==> config.mk <==
export PLATFORM = sky130hd
export DESIGN_NAME = ifetch_unit_flat
export DESIGN_NICKNAME = d
export VERILOG_FILES = /design/src/rtl/ifetch_unit_pkg.sv /design/src/rtl/ifetch_unit_if.sv /design/src/rtl/ifetch_branch_target.sv /design/src/rtl/ifetch_unit.sv /design/src/flat_wrapper.sv
export SDC_FILE = /design/constraint.sdc
export NUM_CORES = 1
export LEC_CHECK = 0
export ABC_AREA = 1
export BUFFER_PORTS_ARGS = -buffer_cell sky130_fd_sc_hd__buf_2
export CORE_ASPECT_RATIO = 0.8
export CORE_UTILIZATION = 58
export DETAILED_ROUTE_END_ITERATION = 8
export HOLD_SLACK_MARGIN = 0.06
export PLACE_DENSITY_LB_ADDON = 0.1
export SLEW_MARGIN = 20
export SYNTH_ARGS = -nofsm -noshare
export SYNTH_HDL_FRONTEND = slang
export SYNTH_SLANG_ARGS = --single-unit
export TNS_END_PERCENT = 20
==> constraint.sdc <==
create_clock -name clk -period 2.3 [get_ports clk]
set_input_delay 0 -clock clk [delete_from_list [all_inputs] [get_ports clk]]
set_output_delay 0 -clock clk [all_outputs]
set_load 0.01 [all_outputs]
==> src/rtl/ifetch_unit_pkg.sv <==
// Shared types and constants for the 16-bit CPU instruction fetch stage.
// The optional illegal-opcode trap is enabled by defining FETCH_ILLEGAL_TRAP_EN.
package ifetch_unit_pkg;

  localparam int unsigned OPC_W   = 4;
  localparam int unsigned INSTR_W = 16;
  localparam int unsigned IMM_W   = 6;

  localparam logic [OPC_W-1:0] OPC_BEQZ    = 4'd12;
  localparam logic [OPC_W-1:0] OPC_ILL_MIN = 4'd13;

  typedef enum logic [2:0] {
    S_IDLE,
    S_REQ,
    S_BOTH,
    S_FULL,
    S_DROP,
    S_HALT
  } fetch_state_e;

  function automatic logic is_illegal(input logic [OPC_W-1:0] opc);
    return opc >= OPC_ILL_MIN;
  endfunction

endpackage

==> src/rtl/ifetch_unit_if.sv <==
// Fetch-stage bus: instruction-memory req/ack port plus the decode-side
// valid/ready hand-off and the controller's branch select.
interface ifetch_unit_if
  import ifetch_unit_pkg::*;
#(
  parameter int unsigned AW = 12
);

  logic               imem_req;
  logic [AW-1:0]      imem_addr;
  logic               imem_ack;
  logic [INSTR_W-1:0] imem_rdata;

  logic               id_valid;
  logic               id_ready;
  logic [INSTR_W-1:0] id_instr;
  logic [OPC_W-1:0]   id_opcode;
  logic [AW-1:0]      id_pc;
  logic               pc_sel;

  // master: the fetch unit; slave: memory + controller side
  modport master (
    output imem_req, imem_addr, id_valid, id_instr, id_opcode, id_pc,
    input  imem_ack, imem_rdata, id_ready, pc_sel
  );

  modport slave (
    input  imem_req, imem_addr, id_valid, id_instr, id_opcode, id_pc,
    output imem_ack, imem_rdata, id_ready, pc_sel
  );

endinterface

==> src/rtl/ifetch_branch_target.sv <==
// BEQZ target: pc + 1 + sign-extended 6-bit immediate, wrapping modulo 2^AW.
module ifetch_branch_target
  import ifetch_unit_pkg::*;
#(
  parameter int unsigned AW = 12
) (
  input  logic [AW-1:0]    pc_i,
  input  logic [IMM_W-1:0] imm_i,
  output logic [AW-1:0]    target_o
);

  logic [AW-1:0] imm_sext;

  always_comb begin
    imm_sext = {{(AW-IMM_W){imm_i[IMM_W-1]}}, imm_i};
    target_o = pc_i + AW'(1) + imm_sext;
  end

endmodule

==> src/rtl/ifetch_unit.sv <==
// Instruction fetch stage: IR + one-entry prefetch buffer, BEQZ redirect.
// Define FETCH_ILLEGAL_TRAP_EN to halt fetch on opcodes 13..15.
module ifetch_unit
  import ifetch_unit_pkg::*;
#(
  parameter int unsigned   AW       = 12,
  parameter logic [AW-1:0] RESET_PC = '0
) (
  input  logic         clk,
  input  logic         rst_n,
  ifetch_unit_if.master bus,
  output logic         illegal
);

`ifdef FETCH_ILLEGAL_TRAP_EN
  localparam bit TRAP_EN = 1'b1;
`else
  localparam bit TRAP_EN = 1'b0;
`endif

  fetch_state_e       state_q, state_d;
  logic [AW-1:0]      fpc_q, fpc_d;
  logic [AW-1:0]      tgt_q, tgt_d;
  logic [AW-1:0]      id_pc_q, id_pc_d;
  logic [AW-1:0]      pb_pc_q, pb_pc_d;
  logic [INSTR_W-1:0] ir_q, ir_d;
  logic [INSTR_W-1:0] pb_q, pb_d;
  logic               req_q, valid_q, illegal_q, illegal_d;

  logic               consume;
  logic               load_ir;
  logic [AW-1:0]      fpc_inc;
  logic [AW-1:0]      br_target;

  ifetch_branch_target #(.AW(AW)) u_br_target (
    .pc_i     (id_pc_q),
    .imm_i    (ir_q[IMM_W-1:0]),
    .target_o (br_target)
  );

  always_comb begin
    consume = valid_q & bus.id_ready;
    fpc_inc = fpc_q + AW'(1);
  end

  always_comb begin
    state_d   = state_q;
    fpc_d     = fpc_q;
    tgt_d     = tgt_q;
    id_pc_d   = id_pc_q;
    pb_pc_d   = pb_pc_q;
    ir_d      = ir_q;
    pb_d      = pb_q;
    illegal_d = illegal_q;
    load_ir   = 1'b0;

    unique case (state_q)
      S_IDLE: state_d = S_REQ;

      S_REQ: begin
        if (bus.imem_ack) begin
          ir_d    = bus.imem_rdata;
          id_pc_d = fpc_q;
          fpc_d   = fpc_inc;
          load_ir = 1'b1;
          state_d = S_BOTH;
        end
      end

      S_BOTH: begin
        if (consume) begin
          if (bus.pc_sel) begin
            if (bus.imem_ack) begin
              fpc_d   = br_target;
              state_d = S_REQ;
            end else begin
              // Prefetch still in flight: remember where to go once it lands.
              tgt_d   = br_target;
              state_d = S_DROP;
            end
          end else if (bus.imem_ack) begin
            ir_d    = bus.imem_rdata;
            id_pc_d = fpc_q;
            fpc_d   = fpc_inc;
            load_ir = 1'b1;
          end else begin
            state_d = S_REQ;
          end
        end else if (bus.imem_ack) begin
          pb_d    = bus.imem_rdata;
          pb_pc_d = fpc_q;
          fpc_d   = fpc_inc;
          state_d = S_FULL;
        end
      end

      S_FULL: begin
        if (consume) begin
          if (bus.pc_sel) begin
            fpc_d   = br_target;
            state_d = S_REQ;
          end else begin
            ir_d    = pb_q;
            id_pc_d = pb_pc_q;
            load_ir = 1'b1;
            state_d = S_BOTH;
          end
        end
      end

      S_DROP: begin
        if (bus.imem_ack) begin
          fpc_d   = tgt_q;
          state_d = S_REQ;
        end
      end

      S_HALT: state_d = S_HALT;

      default: state_d = S_IDLE;
    endcase

    if (TRAP_EN && load_ir && is_illegal(ir_d[INSTR_W-1:INSTR_W-OPC_W])) begin
      illegal_d = 1'b1;
      state_d   = S_HALT;
    end
  end

  always_ff @(posedge clk or negedge rst_n) begin
    if (!rst_n) begin
      state_q   <= S_IDLE;
      fpc_q     <= RESET_PC;
      tgt_q     <= '0;
      id_pc_q   <= '0;
      pb_pc_q   <= '0;
      ir_q      <= '0;
      pb_q      <= '0;
      req_q     <= 1'b0;
      valid_q   <= 1'b0;
      illegal_q <= 1'b0;
    end else begin
      state_q   <= state_d;
      fpc_q     <= fpc_d;
      tgt_q     <= tgt_d;
      id_pc_q   <= id_pc_d;
      pb_pc_q   <= pb_pc_d;
      ir_q      <= ir_d;
      pb_q      <= pb_d;
      illegal_q <= illegal_d;
      // Outputs decoded from the next state so they are registered.
      req_q     <= (state_d == S_REQ) || (state_d == S_BOTH) || (state_d == S_DROP);
      valid_q   <= (state_d == S_BOTH) || (state_d == S_FULL);
    end
  end

  always_comb begin
    bus.imem_req  = req_q;
    bus.imem_addr = fpc_q;
    bus.id_valid  = valid_q;
    bus.id_instr  = ir_q;
    bus.id_opcode = ir_q[INSTR_W-1:INSTR_W-OPC_W];
    bus.id_pc     = id_pc_q;
    illegal       = illegal_q;
  end

endmodule
==> src/flat_wrapper.sv <==
// flat-port wrapper written by rule: the top's interface ports become plain ports
module ifetch_unit_flat import ifetch_unit_pkg::*;
#(
  parameter int unsigned   AW       = 12,
  parameter logic [AW-1:0] RESET_PC = '0
)
  (clk, rst_n, illegal, bus_imem_req, bus_imem_addr, bus_id_valid, bus_id_instr, bus_id_opcode, bus_id_pc, bus_imem_ack, bus_imem_rdata, bus_id_ready, bus_pc_sel);
  ifetch_unit_if #(.AW(AW)) bus_i ();
  input  logic clk;
  input  logic rst_n;
  output logic illegal;
  output wire logic [$bits(bus_i.imem_req)-1:0] bus_imem_req;
  output wire logic [$bits(bus_i.imem_addr)-1:0] bus_imem_addr;
  output wire logic [$bits(bus_i.id_valid)-1:0] bus_id_valid;
  output wire logic [$bits(bus_i.id_instr)-1:0] bus_id_instr;
  output wire logic [$bits(bus_i.id_opcode)-1:0] bus_id_opcode;
  output wire logic [$bits(bus_i.id_pc)-1:0] bus_id_pc;
  input wire logic [$bits(bus_i.imem_ack)-1:0] bus_imem_ack;
  input wire logic [$bits(bus_i.imem_rdata)-1:0] bus_imem_rdata;
  input wire logic [$bits(bus_i.id_ready)-1:0] bus_id_ready;
  input wire logic [$bits(bus_i.pc_sel)-1:0] bus_pc_sel;
  assign bus_imem_req = bus_i.imem_req;
  assign bus_imem_addr = bus_i.imem_addr;
  assign bus_id_valid = bus_i.id_valid;
  assign bus_id_instr = bus_i.id_instr;
  assign bus_id_opcode = bus_i.id_opcode;
  assign bus_id_pc = bus_i.id_pc;
  assign bus_i.imem_ack = bus_imem_ack;
  assign bus_i.imem_rdata = bus_imem_rdata;
  assign bus_i.id_ready = bus_id_ready;
  assign bus_i.pc_sel = bus_pc_sel;
  ifetch_unit #(.AW(AW), .RESET_PC(RESET_PC)) u_core (.clk(clk), .rst_n(rst_n), .bus(bus_i), .illegal(illegal));
endmodule
# After elaboration in Yosys (flattened, before gate mapping)
# Cells that the tools add are included.
word_totals:
  word_cells: 71
  ff_bits: 85
  inputBits: 21
classes:
  bitwise: 3
  eq_ne: 16
  n_addsub: 3
  mux: 30
  reduce_logical: 10
ops:
  columns: ["cell", "count"]
  rows:
  - ["$mux 12", 12]
  - ["$mux 16", 5]
  - ["$pmux 12 s4", 1]
  - ["$pmux 16 s3", 1]
  - ["$pmux 12 s3", 1]
  - ["$add 12x1->12 const B", 2]
  - ["$mux 3", 8]
  - ["$pmux 3 s6", 1]
  - ["$add 12x12->12", 1]
  - ["$eq 3x2->1 const B", 4]
  - ["$reduce_and 5->1", 2]
  - ["$eq 3x3->1 const B", 3]
  - ["$ne 2x2->1 const B", 4]
  - ["$eq 3x1->1 const B", 2]
  - ["$ne 2x1->1 const B", 2]
  - ["$ne 4x4->1 const B", 1]
  - ["$reduce_and 4->1", 1]
  - ["$reduce_bool 4->1", 1]
  - ["$logic_not 3->1", 1]
  - ["$logic_or 1x1->1", 3]
  - ["$reduce_and 3->1", 1]
  - ["$reduce_bool 3->1", 1]
  - ["$mux 2", 1]
  - ["$not 1->1", 2]
  - ["$and 1x1->1", 1]

# Depth between registers and ports, before layout
logic_depth:
  word_depth: 7
  ltp_mapped: 13

# Cells and area by module
# Synthesis repeated with hierarchy kept, for this count alone.
hier_totals:
  hier_cells: 692
  hier_area_um2: 5148.7
modules_own_cells:
  columns: ["mod", "area_per_inst_um2", "cells_per_inst", "n_inst"]
  rows:
  - ["ifetch_unit", 4470.5, 564, 1]
  - ["ifetch_branch_target", 678.2, 128, 1]

# Worst setup path after synthesis
# Ideal clock, no wire load.
synth_path:
  path_type: "register -> register"
  from: "reg u_core.id_pc_q[0], in the netlist u_core.bus.id_pc[0]"
  to: "reg u_core.fpc_q[10], in the netlist u_core.bus.imem_addr[10]"
  stages_incl_launch_ff: 14
  arrival_time_ns: 1.731
  setup_slack_ns: 0.492
  period_less_slack_ns: 1.808
  t_required_ns: 2.223
  cell_sequence: "dfrtp_1 > inv_1 > ha_1 > inv_1 > fa_1 > nand2_1 > nand2_1 > nand3b_1 > nand2_1 > nand2_1 > nand2_1 > nand2_1 > nand3_1 > a21oi_1"
synth_via:
  elab_chain_len: 6
  word_cells_on_any_way: 8
  classes_between: "add/sub: 2; mux: 6"
synth_rtl:
  columns: ["element", "line_no", "source"]
  rows:
  - ["start, declared", "ifetch_unit.sv:24", "logic [AW-1:0] id_pc_q, id_pc_d;"]
  - ["start signal, assigned", "ifetch_unit.sv:145", "id_pc_q <= id_pc_d;"]
  - ["$add 12x1->12 (*)", "ifetch_branch_target.sv:16", "target_o = pc_i + AW'(1) + imm_sext;"]
  - ["$add 12x12->12 (*)", "ifetch_branch_target.sv:16", null]
  - ["$mux 12", "ifetch_unit.sv:73", "if (bus.imem_ack) begin"]
  - ["$mux 12", "ifetch_unit.sv:72", "if (bus.pc_sel) begin"]
  - ["$mux 12", "ifetch_unit.sv:71", "if (consume) begin"]
  - ["$pmux 12 s4 (*)", "ifetch_unit.sv:57", "unique case (state_q)"]
  - ["end signal, assigned", "ifetch_unit.sv:143", "fpc_q <= fpc_d;"]
  - ["end, declared", "ifetch_unit.sv:22", "logic [AW-1:0] fpc_q, fpc_d;"]
# Every way passes the cells marked *; elsewhere a longest branch is shown, timed or not. The select of a mux whose other input is x is not followed.
# A chain may end at the register's enable or synchronous reset.

# Worst setup path in the final report
layout_path:
  from: "reg u_core.ir_q[0], in the netlist u_core.bus.id_instr[0]"
  to: "reg u_core.fpc_q[8], in the netlist u_core.bus.imem_addr[8]"
layout_via:
  elab_chain_len: 5
  word_cells_on_any_way: 7
  classes_between: "add/sub: 1; mux: 6"
layout_rtl:
  columns: ["element", "line_no", "source"]
  rows:
  - ["start, declared", "ifetch_unit.sv:26", "logic [INSTR_W-1:0] ir_q, ir_d;"]
  - ["start signal, assigned", "ifetch_unit.sv:147", "ir_q <= ir_d;"]
  - ["$add 12x12->12 (*)", "ifetch_branch_target.sv:16", null]
  - ["$mux 12", "ifetch_unit.sv:73", null]
  - ["$mux 12", "ifetch_unit.sv:72", null]
  - ["$mux 12", "ifetch_unit.sv:71", null]
  - ["$pmux 12 s4 (*)", "ifetch_unit.sv:57", null]
# Marked as above.

==> results.yml <==
placed_design:
  place_hpwl_um: 7970
  gp_congestion: 0.888
  io_buffers: 66
  place_area_mm2: 0.00519
synth:
  ys.flop_type: "dfrtp_1"
  synth_xor_area_share_pct: 0.914
  yosys.area_share.adder_pct: 3.55
  synthSimpleGateAreaFrac_pct: 26.3
  synth_cell_types: 35
  ys_seq_area_share_pct: 44.4
  synth_top_family_by_area: "simple AND/OR/NAND/NOR gates"
  synth_edf_count: 0
  synth_cells: 642
  synth.mux.area_fraction_pct: 0
  synth_nets: 676
  synth_compound_area_share_pct: 15.2
  synth.avg_cell_area_um2: 7.46
  netlist_area_mm2: 0.00479
  ys_ff_latch: 85
  synthArstFlopShare_pct: 100
  yosysWarnings: 0
worst_setup_path:
  ff2ff_setup_slack_ps: 280
  rr_endpoint: "u_core.bus.imem_addr[8]"
  cp.required_ps: 2590
  critPathMaxStageDelay_ps: 400
  r2r-start: "u_core.bus.id_instr[0]"
  crit_type: "flop to flop"
  slowest_stage: "dfrtp_1"
  crit_buf_inv: 2
  critPathTopFamily: "simple AND/OR/NAND/NOR gates"
  critPathMaxFanout: 3
  cp-end-kind: "flop"
  path_depth: 13
  startpoint_type: "flop"
  worstPathArrival_ps: 2310
  crit_chain: "inv_1, ha_1, inv_1, fa_1, nand2_1, nand2_1, nand3b_1, nand2_1, nand2_1, nand2_1, nand2_1, nand3_1, a21oi_1"
  startpoint: "u_core.bus.id_instr[0]"
  worstSetupEndpoint: "u_core.bus.imem_addr[8]"
  cpMostUsedCell: "nand2_1"
  r2r_cells: 13
routing:
  wl_per_cell_um: 13.3
  drc: 0
  wl_um: 11100
  viasPerCell: 5.29
  ant_nets: 0
  first_iter_violations: 297
  drt_pass1_iterations: 5
  vias: 4390
pwr:
  p_per_area_mw_per_mm2: 1640
  peakVddDrop_v: 0.00122
  design_power_total_w: 0.00921
  combPwrFrac_pct: 56.4
  pwr-share-clk_pct: 13.4
  p_seq_share_pct: 30.2
  swShare_pct: 47.5
  intPower_w: 0.00484
  p_sw_w: 0.00437
  p_leak_nw: 2.90
clock_tree:
  clk_pin_slew_ps: 90
  numCtsBuffers: 9
  cts_tree: "done"
  cts.sinks: 85
  post_cts_buffers: 0
  cts-root-buf: "clkbuf_8"
  h-tree-depth: 3
  cts.path.max_buffers: 2
  clock_latency_ps: 360
timing:
  clock-skew-final_ps: 6.20
  worstMarginPinSlew_ps: 510
  timing.fmax_ghz: 0.496
  tns_ps: 0
  hold_viol: 0
  period_needed_ps: 2020
  holdWs_ps: 99.1
  fin_crit_sh_pct: 87.7
  setup_viol: 0
  slew_headroom_pct: 66.0
  maxSlewViolCount: 0
  rsz0062_at_grt: "false"
global_route:
  grt_usage_pct: 28.0
  grt_pass1_wl_um: 19200
  antenna_found_initial: 0
  gr-total-overflow: 0
  grt_max_degree: 57
  first_global_vias: 4149
layout:
  drive_gt1_share_pct: 14.8
  final_util_pct: 70.1
  antenna_cells: 0
  nFillCells: 657
  syn_to_final_growth_pct: 16.8
  nNetsFinal: 751
  fin_area_mm2: 0.00560
  mostFrequentLayoutCells: "174 x nand2_1, 85 x dfrtp_1, 76 x inv_1, 69 x nor2_1, 65 x buf_2"
  mostFrequentLayoutCell: "nand2_1"
floorplan:
  start_util_pct: 60.0
  core_region_area_mm2: 0.00798
  num_rows: 29
  dieWidth_um: 104
  io-pin-count: 68
  dieArea_mm2: 0.00863
  fp.dieH_um: 83.3
run_status:
  outcome: "finished clean"
min_path:
  worstHoldPathCells: 3
  hold_path.class: "primary input to flop"
job:
  maxCapViolCount: 0
## state kept, by name, summed over array words and instances (netlist names)
name,cells
u_core.tgt_q,12
u_core.bus.imem_req,1
u_core.pb_pc_q,12
u_core.state_q,3
u_core.pb_q,16
u_core.bus.imem_addr,12
u_core.bus.id_valid,1
u_core.bus.id_pc,12
u_core.bus.id_instr,16
## final cells by class
type	count	area [um2]	area share, %
clock buffer	10	138	2.46
clock inverter	6	93.8	1.68
inverter	81	304	5.43
multi-input combinational	449	2210	39.5
sequential	85	2130	38.0
tap	108	135	2.41
timing repair buffer	91	588	10.5
## per-stage QoR
stage / cells / worst slack, ps
global placement: 797 / 432
finish: 830 / 283
CTS: 830 / 272
floorplan: 642 / 492
global route: 830 / 103
detailed placement: 797 / 307
## layer usage
metal | share of wire [%] | vias to the layer above | global-route usage (%)
li1 | - | 2201 | -
met1 | 47 | 2065 | 39.4
met2 | 47 | 107 | 44.4
met3 | 4.3 | 17 | 4.87
met4 | 1.8 | 0 | 8.96
met5 | 0 | - | 0
## logic make-up after synthesis
| group | after synthesis |
|---|---|
| AO/OA/AOI/OAI | 129 |
| XOR/XNOR | 5 |
| adder cells (fa/ha/maj) | 13 |
| buffers and inverters | 108 |
| flip-flops | 85 |
| other | 1 |
| AND/OR/NAND/NOR | 301 |
## worst register-to-register path, delay by kind of cell, from the launching register on
family | cells | cell delay (ps)
compound gates | 1 | 160
fa+ha+maj | 2 | 570
buf+inv | 2 | 160
flops | 1 | 400
simple gates | 8 | 650
## synth_stat cells, drive strengths merged, types with 2 or more instances
| library cell | n | area, um2 |
|---|---|---|
| a22oi | 2 | 15.0 |
| nand2 | 177 | 672 |
| nand3 | 38 | 200 |
| a21oi | 44 | 220 |
| a31oi | 3 | 18.8 |
| dfrtp | 85 | 2130 |
| nor3 | 4 | 25.0 |
| xnor2 | 2 | 17.5 |
| nand3b | 4 | 30.0 |
| inv | 80 | 300 |
| nor2 | 72 | 288 |
| buf | 21 | 133 |
| clkbuf | 6 | 22.5 |
| o21a | 26 | 195 |
| ha | 12 | 150 |
| o21ai | 52 | 260 |
| nand4 | 5 | 37.5 |
| xor2 | 3 | 26.3 |
## worst min path at each step
stage | start | end | slack (ps)
global route | bus_imem_ack | u_core.bus.imem_addr[0] | 150
detailed placement | rst_n | u_core.pb_pc_q[5] | -10
floorplan | rst_n | u_core.bus.id_instr[0] | -300
global placement | rst_n | u_core.pb_pc_q[5] | -10
finish | bus_imem_ack | u_core.bus.imem_addr[1] | 100
CTS | bus_imem_ack | u_core.bus.imem_addr[1] | 80
## timing repair
action,CTS,global route
gates resized for setup,0,0
hold buffers,17,0
endpoints found under the hold margin,117,0
## power by group through the flow
stage	clock network [W]	logic [W]	registers, W
after floorplan	0	0.00371	0.00285
after global placement	0	0.00502	0.00276
after detailed placement	0	0.00515	0.00279
after CTS	0.00126	0.00521	0.00277
after global routing	0.00131	0.00593	0.00286
final	0.00123	0.00520	0.00278
No activity file was read; power rests on OpenSTA's default activity.
